**src/rtl/fetch_stage.sv**
```systemverilog
`default_nettype none
// ============================================================================
// Module   : fetch_stage
// Brief    : RISC-V instruction fetch with one outstanding imem request,
//            2-entry (instr, pc) queue to decode, redirect and halt handling.
// Revision : 1.0 - initial release
// ============================================================================
module fetch_stage #(
    parameter logic [31:0] RESET_PC = 32'h0000_0000
) (
    input  logic        clk,
    input  logic        rst_n,
    output logic        imem_req,
    output logic [31:0] imem_addr,
    input  logic        imem_gnt,
    input  logic        imem_rvalid,
    input  logic [31:0] imem_rdata,
    output logic        if_valid,
    output logic [31:0] if_instr,
    output logic [31:0] if_pc,
    input  logic        if_ready,
    input  logic        halt,
    input  logic        redirect,
    input  logic [31:0] redirect_pc,
    output logic        halted
);

    localparam logic [0:0] ST_RUN    = 1'b0;
    localparam logic [0:0] ST_HALTED = 1'b1;

    logic [0:0]  r_state;
    logic [31:0] r_fetch_pc;
    logic [31:0] r_req_pc;
    logic        r_pend;
    logic        r_discard;
    logic        r_halted;
    logic        r_head;
    logic [1:0]  r_count;
    logic [31:0] r_q_instr [2];
    logic [31:0] r_q_pc    [2];

    logic        w_run;
    logic        w_drain;
    logic        w_redir;
    logic        w_halt_take;
    logic        w_resp;
    logic        w_fill;
    logic [2:0]  w_occ;
    logic        w_issue;
    logic        w_grant;
    logic        w_tail;
    logic        w_unused_pc_lsb;

    assign w_run       = (r_state == ST_RUN);
    assign w_drain     = if_valid & if_ready;
    assign w_redir     = w_run & redirect;
    assign w_halt_take = w_run & w_drain & halt & ~redirect;
    assign w_resp      = imem_rvalid & r_pend;
    // Responses landing in a redirect or halt cycle belong to a dead path.
    assign w_fill      = w_resp & ~r_discard & w_run & ~redirect & ~w_halt_take;
    assign w_occ       = {1'b0, r_count} - {2'b00, w_drain} + {2'b00, r_pend};
    assign w_issue     = rst_n & w_run & ~redirect & ~(w_drain & halt)
                       & (~r_pend | imem_rvalid) & (w_occ < 3'd2);
    assign w_grant     = w_issue & imem_gnt;
    assign w_tail      = r_head ^ r_count[0];

    assign w_unused_pc_lsb = ^redirect_pc[1:0];

    assign imem_req  = w_issue;
    assign imem_addr = r_fetch_pc;
    assign if_valid  = (r_count != 2'd0);
    assign if_instr  = r_q_instr[r_head];
    assign if_pc     = r_q_pc[r_head];
    assign halted    = r_halted;

    always_ff @(posedge clk or negedge rst_n) begin
        if (!rst_n) begin
            r_state    <= ST_RUN;
            r_fetch_pc <= RESET_PC;
            r_req_pc   <= RESET_PC;
            r_pend     <= 1'b0;
            r_discard  <= 1'b0;
            r_halted   <= 1'b0;
            r_head     <= 1'b0;
            r_count    <= 2'd0;
        end else begin
            if (w_grant) begin
                r_pend     <= 1'b1;
                r_req_pc   <= r_fetch_pc;
                r_fetch_pc <= r_fetch_pc + 32'd4;
            end else if (w_resp) begin
                r_pend <= 1'b0;
            end

            // A back-to-back grant must not inherit the discard of the old response.
            if (w_resp) begin
                r_discard <= 1'b0;
            end

            if (w_redir) begin
                r_fetch_pc <= {redirect_pc[31:2], 2'b00};
                r_count    <= 2'd0;
                if (r_pend & ~imem_rvalid) begin
                    r_discard <= 1'b1;
                end
            end else if (w_halt_take) begin
                r_state  <= ST_HALTED;
                r_halted <= 1'b1;
                r_count  <= 2'd0;
                if (r_pend & ~imem_rvalid) begin
                    r_discard <= 1'b1;
                end
            end else begin
                case ({w_fill, w_drain})
                    2'b10: r_count <= r_count + 2'd1;
                    2'b01: begin
                        r_count <= r_count - 2'd1;
                        r_head  <= ~r_head;
                    end
                    2'b11: r_head <= ~r_head;
                    default: ;
                endcase
            end
        end
    end

    generate
        for (genvar gi = 0; gi < 2; gi++) begin : g_entry
            always_ff @(posedge clk or negedge rst_n) begin
                if (!rst_n) begin
                    r_q_instr[gi] <= 32'd0;
                    r_q_pc[gi]    <= 32'd0;
                end else if (w_fill && (w_tail == gi[0])) begin
                    r_q_instr[gi] <= imem_rdata;
                    r_q_pc[gi]    <= r_req_pc;
                end
            end
        end
    endgenerate

endmodule
`default_nettype wire

```
**config.mk**
```make
export PLATFORM = sky130hd
export DESIGN_NAME = fetch_stage
export DESIGN_NICKNAME = d
export VERILOG_FILES = /design/src/rtl/fetch_stage.sv
export SDC_FILE = /design/constraint.sdc
export NUM_CORES = 1
export LEC_CHECK = 0
export BUFFER_PORTS_ARGS = -buffer_cell sky130_fd_sc_hd__buf_4
export CAP_MARGIN = 40
export CORE_MARGIN = 8
export CORE_UTILIZATION = 31
export CTS_BUF_LIST = sky130_fd_sc_hd__clkbuf_8
export CTS_CLUSTER_SIZE = 20
export DETAILED_ROUTE_END_ITERATION = 12
export PLACE_DENSITY = 0.53
export SETUP_SLACK_MARGIN = 0.5
export SYNTH_ARGS = -nofsm -noshare
export SYNTH_HDL_FRONTEND = slang
export SYNTH_SLANG_ARGS = --single-unit
```
**constraint.sdc**
```tcl
create_clock -name clk -period 3 [get_ports clk]
set_input_delay 0.45 -clock clk [delete_from_list [all_inputs] [get_ports clk]]
set_output_delay 0.45 -clock clk [all_outputs]
set_load 0.01 [all_outputs]
```
==> flow_summary.yaml, run 1 <==
run_status:
  status: "finished clean"
route:
  totalWireLength_um: 23400
  drt_iter0_markers: 312
  dr.pass1.iters: 4
  drc: 0
  viasPerCell: 4.71
  wl_per_cell_um: 18.0
  ant_nets: 0
  vias: 6109
placement:
  pre_cts_ws_ns: 0.126
  postPlaceCellArea_um2: 10400
  hpwlAfterDp_um: 15600
  io_buffers: 163
  gp_congestion: 0.786
worst_setup_path:
  crit_slowest_cell: "fa_1"
  crit_path_start: "r_count[0]"
  rrSetupSlack_ns: 0.29
  end_kind: "output pin"
  crit_required_ns: 2.55
  r2r_start: "r_count[0]"
  slowest_delay_ns: 0.48
  startpoint_type: "register"
  path_cells: "nor2b_4 -> o21ai_2 -> fa_1 -> and4bb_2 -> nand4_4 -> inv_4 -> buf_8 -> buf_4"
  path_delay_family: "simple AND/OR/NAND/NOR gates"
  path_max_fanout: 3
  path_buf_inv: 3
  critPathKind: "register to output pin"
  cp.arrival_ns: 2.29
die:
  core_area_um2: 27700
  dieHeight_um: 184
  start_util_pct: 31.4
  core.rowCount: 61
  dieWidth_um: 184
  dieArea_um2: 33700
  ios: 170
final_layout:
  drive_gt1_share_pct: 53.8
  nets: 979
  final_area_um2: 11400
  multiInputGateArea_um2: 3950
  antennaDiodeCount: 0
  fill_cells: 2728
  mostFrequentLayoutCell: "dfrtp_1"
  seqCellArea_um2: 4760
  syn2layout_area_growth_pct: 31.3
  final_cell_mix: "dfrtp_1 (188), mux2_2 (186), buf_4 (185)"
clocking:
  cts-root-buf: "clkbuf_8"
  clk_path_buf_depth: 2
  cts_buffers: 17
  cts_tree: "built"
  htreeDepth: 4
  clk_latency_ns: 0.47
  cts.clk_slew.worst_paths_ns: 0.10
  clkSinkCount: 190
job:
  maxCapViolations: 0
synth:
  synth_edf_count: 0
  netlist.area_leader.share_pct: 54.6
  syn_area_per_cell_um2: 12.3
  yosysSeqAreaShare_pct: 54.6
  ys.flop_type: "dfrtp_1"
  synth-seq-cells: 190
  synth.distinct_cells: 54
  synth_warnings: 0
  synth_top_cell_by_area: "dfrtp_1"
  syn_inst: 710
  synthTopCellsByArea: "dfrtp_1 (55%), mux2_2 (24%), nand2_1 (5.0%), o21ai_0 (1.2%), buf_2 (0.98%)"
  syn_area_um2: 8710
  async_flop_share_pct: 100
sta:
  timing.hold.ws_ns: 0.174
  setup_viol: 0
  max_clock_freq_mhz: 365
  fin_setup_tns_ns: 0
  fin_crit_ns: 2.74
  slew_violations: 0
  relSlewSlack_pct: 39.7
  rsz0062_at_grt: "yes"
  period_share_pct: 91.4
  hold_violations: 0
  max_slew.worst_pin.slew_ns: 0.905
  layout_setup_ws_ns: 0.257
  clock-skew-final_ns: 0.0235
global_routing:
  gr-total-overflow: 0
  globalRouteTotalUtil_pct: 13.8
  grt_max_degree: 64
  antenna_found_initial: 1
  grt_pass1_vias: 6435
  grt_pass1_wl_um: 36700
worst_hold_path:
  hp-start: "imem_rvalid"
  hp-class: "input pin to register"
power_and_ir_drop:
  ir_drop_uv: 347
  power_density_nw_per_um2: 923
  leakage_nw: 5.39
[synthesized netlist by cell type (all sizes together), types with 3 or more instances]
master / number
nor2: 22
dfrtp: 190
nand2: 117
o221a: 4
mux2: 186
a21oi: 7
xor2: 7
and2: 3
o21ai: 21
nand4: 11
buf: 25
nor3: 3
o31ai: 3
and4: 6
clkbuf: 17
o31a: 3
or3: 4
and3: 3
inv: 7
nor4: 4
a31oi: 6
o211ai: 5
or2: 4
nand3: 17
or4: 8
xnor2: 6
[metrics by stage]
step | util, % | total power, mW | instances
after floorplan | - | 6.80 | 713
final | 41.3 | 10.6 | 1297
after global routing | 41.3 | 11.3 | 1297
after global placement | 37.6 | 8.73 | 1232
after CTS | 39.5 | 10.6 | 1274
after detailed placement | 37.7 | 8.80 | 1233
[what timing repair did]
item,in CTS,in global routing
setup buffers,8,20
setup endpoints to repair,18,77
gates cloned,0,3
pin swaps,9,17
hold buffers,1,0
hold endpoints to repair,4,0
gates resized for setup,13,77
[per-layer routing]
metal	GRT usage, %	up-vias	part of all wire [%]
met5	0	-	0.056
met1	18.5	3026	47
met4	2.93	2	0.85
met3	4.17	12	6.9
li1	-	2901	-
met2	21.9	168	45
[registers in the layout (all words and copies together), names as in the netlist]
name       count
r_q_instr     64
r_q_pc        60
imem_addr     30
r_req_pc      30
r_count        2
halted         1
r_discard      1
r_head         1
r_pend         1
[layout make-up]
cell class	instances	share of cell area [%]
Timing Repair Buffer	215	16.1
Multi-Input combinational cell	475	34.6
Clock buffer	17	2.05
Tap cell	378	4.14
Clock inverter	15	1.32
Inverter	7	0.252
Sequential cell	190	41.6
[path summary, 6_finish.rpt]
kind,end,cells past startpoint
setup / recovery,imem_req,8
hold / removal,r_discard,2
setup reg to reg,imem_addr[23],13
hold reg to reg,r_req_pc[3],2
max in group asynchronous,r_head,3
min in group asynchronous,r_q_instr[8],2
[kinds of logic (layout without fill, tap and decap cells)]
family / after synthesis / in the layout / share of synthesized area (%)
buffers and inverters: 49 / 254 / 2.79
adder cells (fa/ha/maj): 2 / 2 / 0.374
AO/OA/AOI/OAI: 59 / 59 / 4.63
multiplexers: 187 / 187 / 24.2
flip-flops: 190 / 190 / 54.6
other: 1 / 4 / 0.0431
AND/OR/NAND/NOR: 209 / 210 / 12.1
XOR/XNOR: 13 / 13 / 1.31
[power breakdown]
| part | internal [mW] | switching (mW) | total (mW) |
|---|---|---|---|
| Sequential | 3.71 | 0.857 | 4.56 |
| Combinational | 2.45 | 1.88 | 4.33 |
| Clock | 0.623 | 1.04 | 1.66 |
| Total | 6.78 | 3.78 | 10.6 |
Power figures use the tool's default switching activity.
==> run 2, diff against run 1 <==
- CAP_MARGIN: 40 -> unset
- GPL_ROUTABILITY_DRIVEN: unset -> 0
- clock period: 3 -> 3.2 ns (I/O delays scaled with it)
==> run 2 against run 1 <==
  * Critical endpoint unchanged
  * Non-clock buffer count is 11 lower
  * Clock power decreased by 9%
  * Worst hold slack improved by 0.036 ns
  * Final cell count fell by 0.85%
  * Die area stayed put
  * Largest cell class unchanged
  * Critical path depth up 1
  * Global-route usage increased by 0.18 points
  * Sequential share of layout area up 1.5 points
  * Utilization fell by 1.4 points
  * Sequential power shrank 5.5%
  * Flip-flop and latch count stayed put
  * Count of clock-buffer cells in the layout is 2 higher
==> flow_summary.yaml, run 2 (synthesis results as in run 1) <==
global_routing:
  grt_use_met2_pct: 21.6
  grt_util_met1_pct: 19.1
  globalRouteTotalUtil_pct: 14.0
  grt_pass1_wl_um: 37200
  grt_pass1_vias: 6409
  grt_util_met3_pct: 4.66
  gr-total-overflow: 0
  grt.busiest_layer: "met2"
  grt_max_degree: 77
  antenna_found_initial: 1
worst_setup_path:
  crit_required_ns: 2.72
  rr_worst_depth: 12
  path_cells: "nand2_1 -> nor2_2 -> buf_4 -> fa_1 -> and4bb_2 -> nand4_4 -> inv_2 -> buf_8 -> buf_6"
  slowest_delay_ns: 0.49
  startpoint_type: "register"
  crit_cells: 9
  path_max_fanout: 2
  cp.arrival_ns: 2.28
  path_delay_family: "simple AND/OR/NAND/NOR gates"
  crit_slowest_cell: "fa_1"
  path_buf_inv: 4
  critPathKind: "register to output pin"
  end_kind: "output pin"
clocking:
  cts.clk_slew.worst_paths_ns: 0.10
  cts-root-buf: "clkbuf_8"
  clkSinkCount: 190
  cts_tree: "built"
  clk_path_buf_depth: 2
  clk_latency_ns: 0.45
  cts_buffers: 17
  htreeDepth: 4
route:
  drc: 0
  viasPerCell: 4.71
  dr.pass1.iters: 4
  vias: 6051
  totalWireLength_um: 23600
  ant_nets: 0
  drt_iter0_markers: 377
  wl_per_cell_um: 18.3
final_layout:
  final_area_um2: 11000
  final_cell_mix: "buf_4 (194), dfrtp_1 (189), mux2_2 (186)"
  multiInputGateArea_um2: 3800
  nets: 968
  fill_cells: 2753
  antennaDiodeCount: 0
  postLayoutCoreUtil_pct: 39.9
  regMostFlops: "r_q_instr"
  largest_reg_flops: 64
  mostFrequentLayoutCell: "buf_4"
  drive_gt1_share_pct: 49.8
  syn2layout_area_growth_pct: 26.8
  largest_registers: "r_q_instr (64), r_q_pc (60)"
  seqCellArea_um2: 4760
sta:
  fin_crit_ns: 2.76
  setup_viol: 0
  fin_setup_tns_ns: 0
  period_share_pct: 86.3
  max_clock_freq_mhz: 362
  relSlewSlack_pct: 33.9
  max_slew.worst_pin.slew_ns: 0.992
  hold_violations: 0
  clock-skew-final_ns: 0.0161
  rsz0062_at_grt: "yes"
  slew_violations: 0
die:
  core_area_um2: 27700
  start_util_pct: 31.4
  core.rowCount: 61
  dieWidth_um: 184
  dieHeight_um: 184
  ios: 170
  dieArea_um2: 33700
job:
  maxCapViolations: 0
power_and_ir_drop:
  leakage_nw: 5.25
  power_density_nw_per_um2: 886
  ir_drop_uv: 319
placement:
  io_buffers: 163
  postPlaceCellArea_um2: 10400
  hpwlAfterDp_um: 15900
run_status:
  status: "finished clean"
worst_hold_path:
  min_path_cells: 2
  hp-class: "input pin to register"
run 2: cell count changes in the layout (fill, tap and decap cells not counted), moves of 9 or more:
cell,previous run,this run
nand2_2,15,0
o21ai_0,6,19
o21ai_1,12,2
nand2_1,99,116
buf_6,16,3
buf_4,185,194
run 2: final cells by class:
cell class	instances	share of cell area, %
Sequential cell	190	43.1
Multi-Input combinational cell	475	34.4
Timing Repair Buffer	204	14.6
Tap cell	378	4.28
Clock buffer	19	2.37
Clock inverter	13	0.941
Inverter	7	0.238
run 2: path summary, 6_finish.rpt:
kind,from,end,slack [ns]
hold / removal,imem_rvalid,r_discard,0.21
setup reg to reg,r_count[1],imem_addr[14],0.47
max in group asynchronous,rst_n,r_req_pc[11],1.59
min in group asynchronous,rst_n,r_q_instr[38],0.41
setup / recovery,r_count[1],imem_req,0.44
hold reg to reg,r_req_pc[26],r_req_pc[26],0.50
run 2: layer usage:
layer | part of all wire [%] | vias to the layer above
li1 | - | 2868
met1 | 49 | 3014
met2 | 44 | 161
met3 | 6.5 | 6
met4 | 0.40 | 2
met5 | 0.059 | -
run 2: power breakdown:
part	internal, mW	switching, mW	total, mW
sequential	3.47	0.839	4.31
clock	0.597	0.918	1.51
combinational	2.24	1.71	3.95
total	6.31	3.47	9.78
run 2: metrics by stage:
stage                     hold WS, ns  worst slack [ns]  cells  power (mW)
after floorplan                 0.184             0.564    713        6.37
after global placement          0.332             0.169   1234        8.19
after detailed placement        0.332             0.158   1234        8.25
after CTS                       0.167             0.392   1273        9.90
after global routing            0.170             0.305   1286        10.5
final                           0.210             0.437   1286        9.78
run 2: repair_timing:
action | 4_1_cts | 5_1_grt
hold buffers | 1 | 0
setup buffers | 6 | 12
pin swaps | 2 | 11
endpoints found under the setup margin | 48 | 18
cloned | 0 | 1
gates resized for setup | 6 | 17
endpoints found under the hold margin | 9 | 0
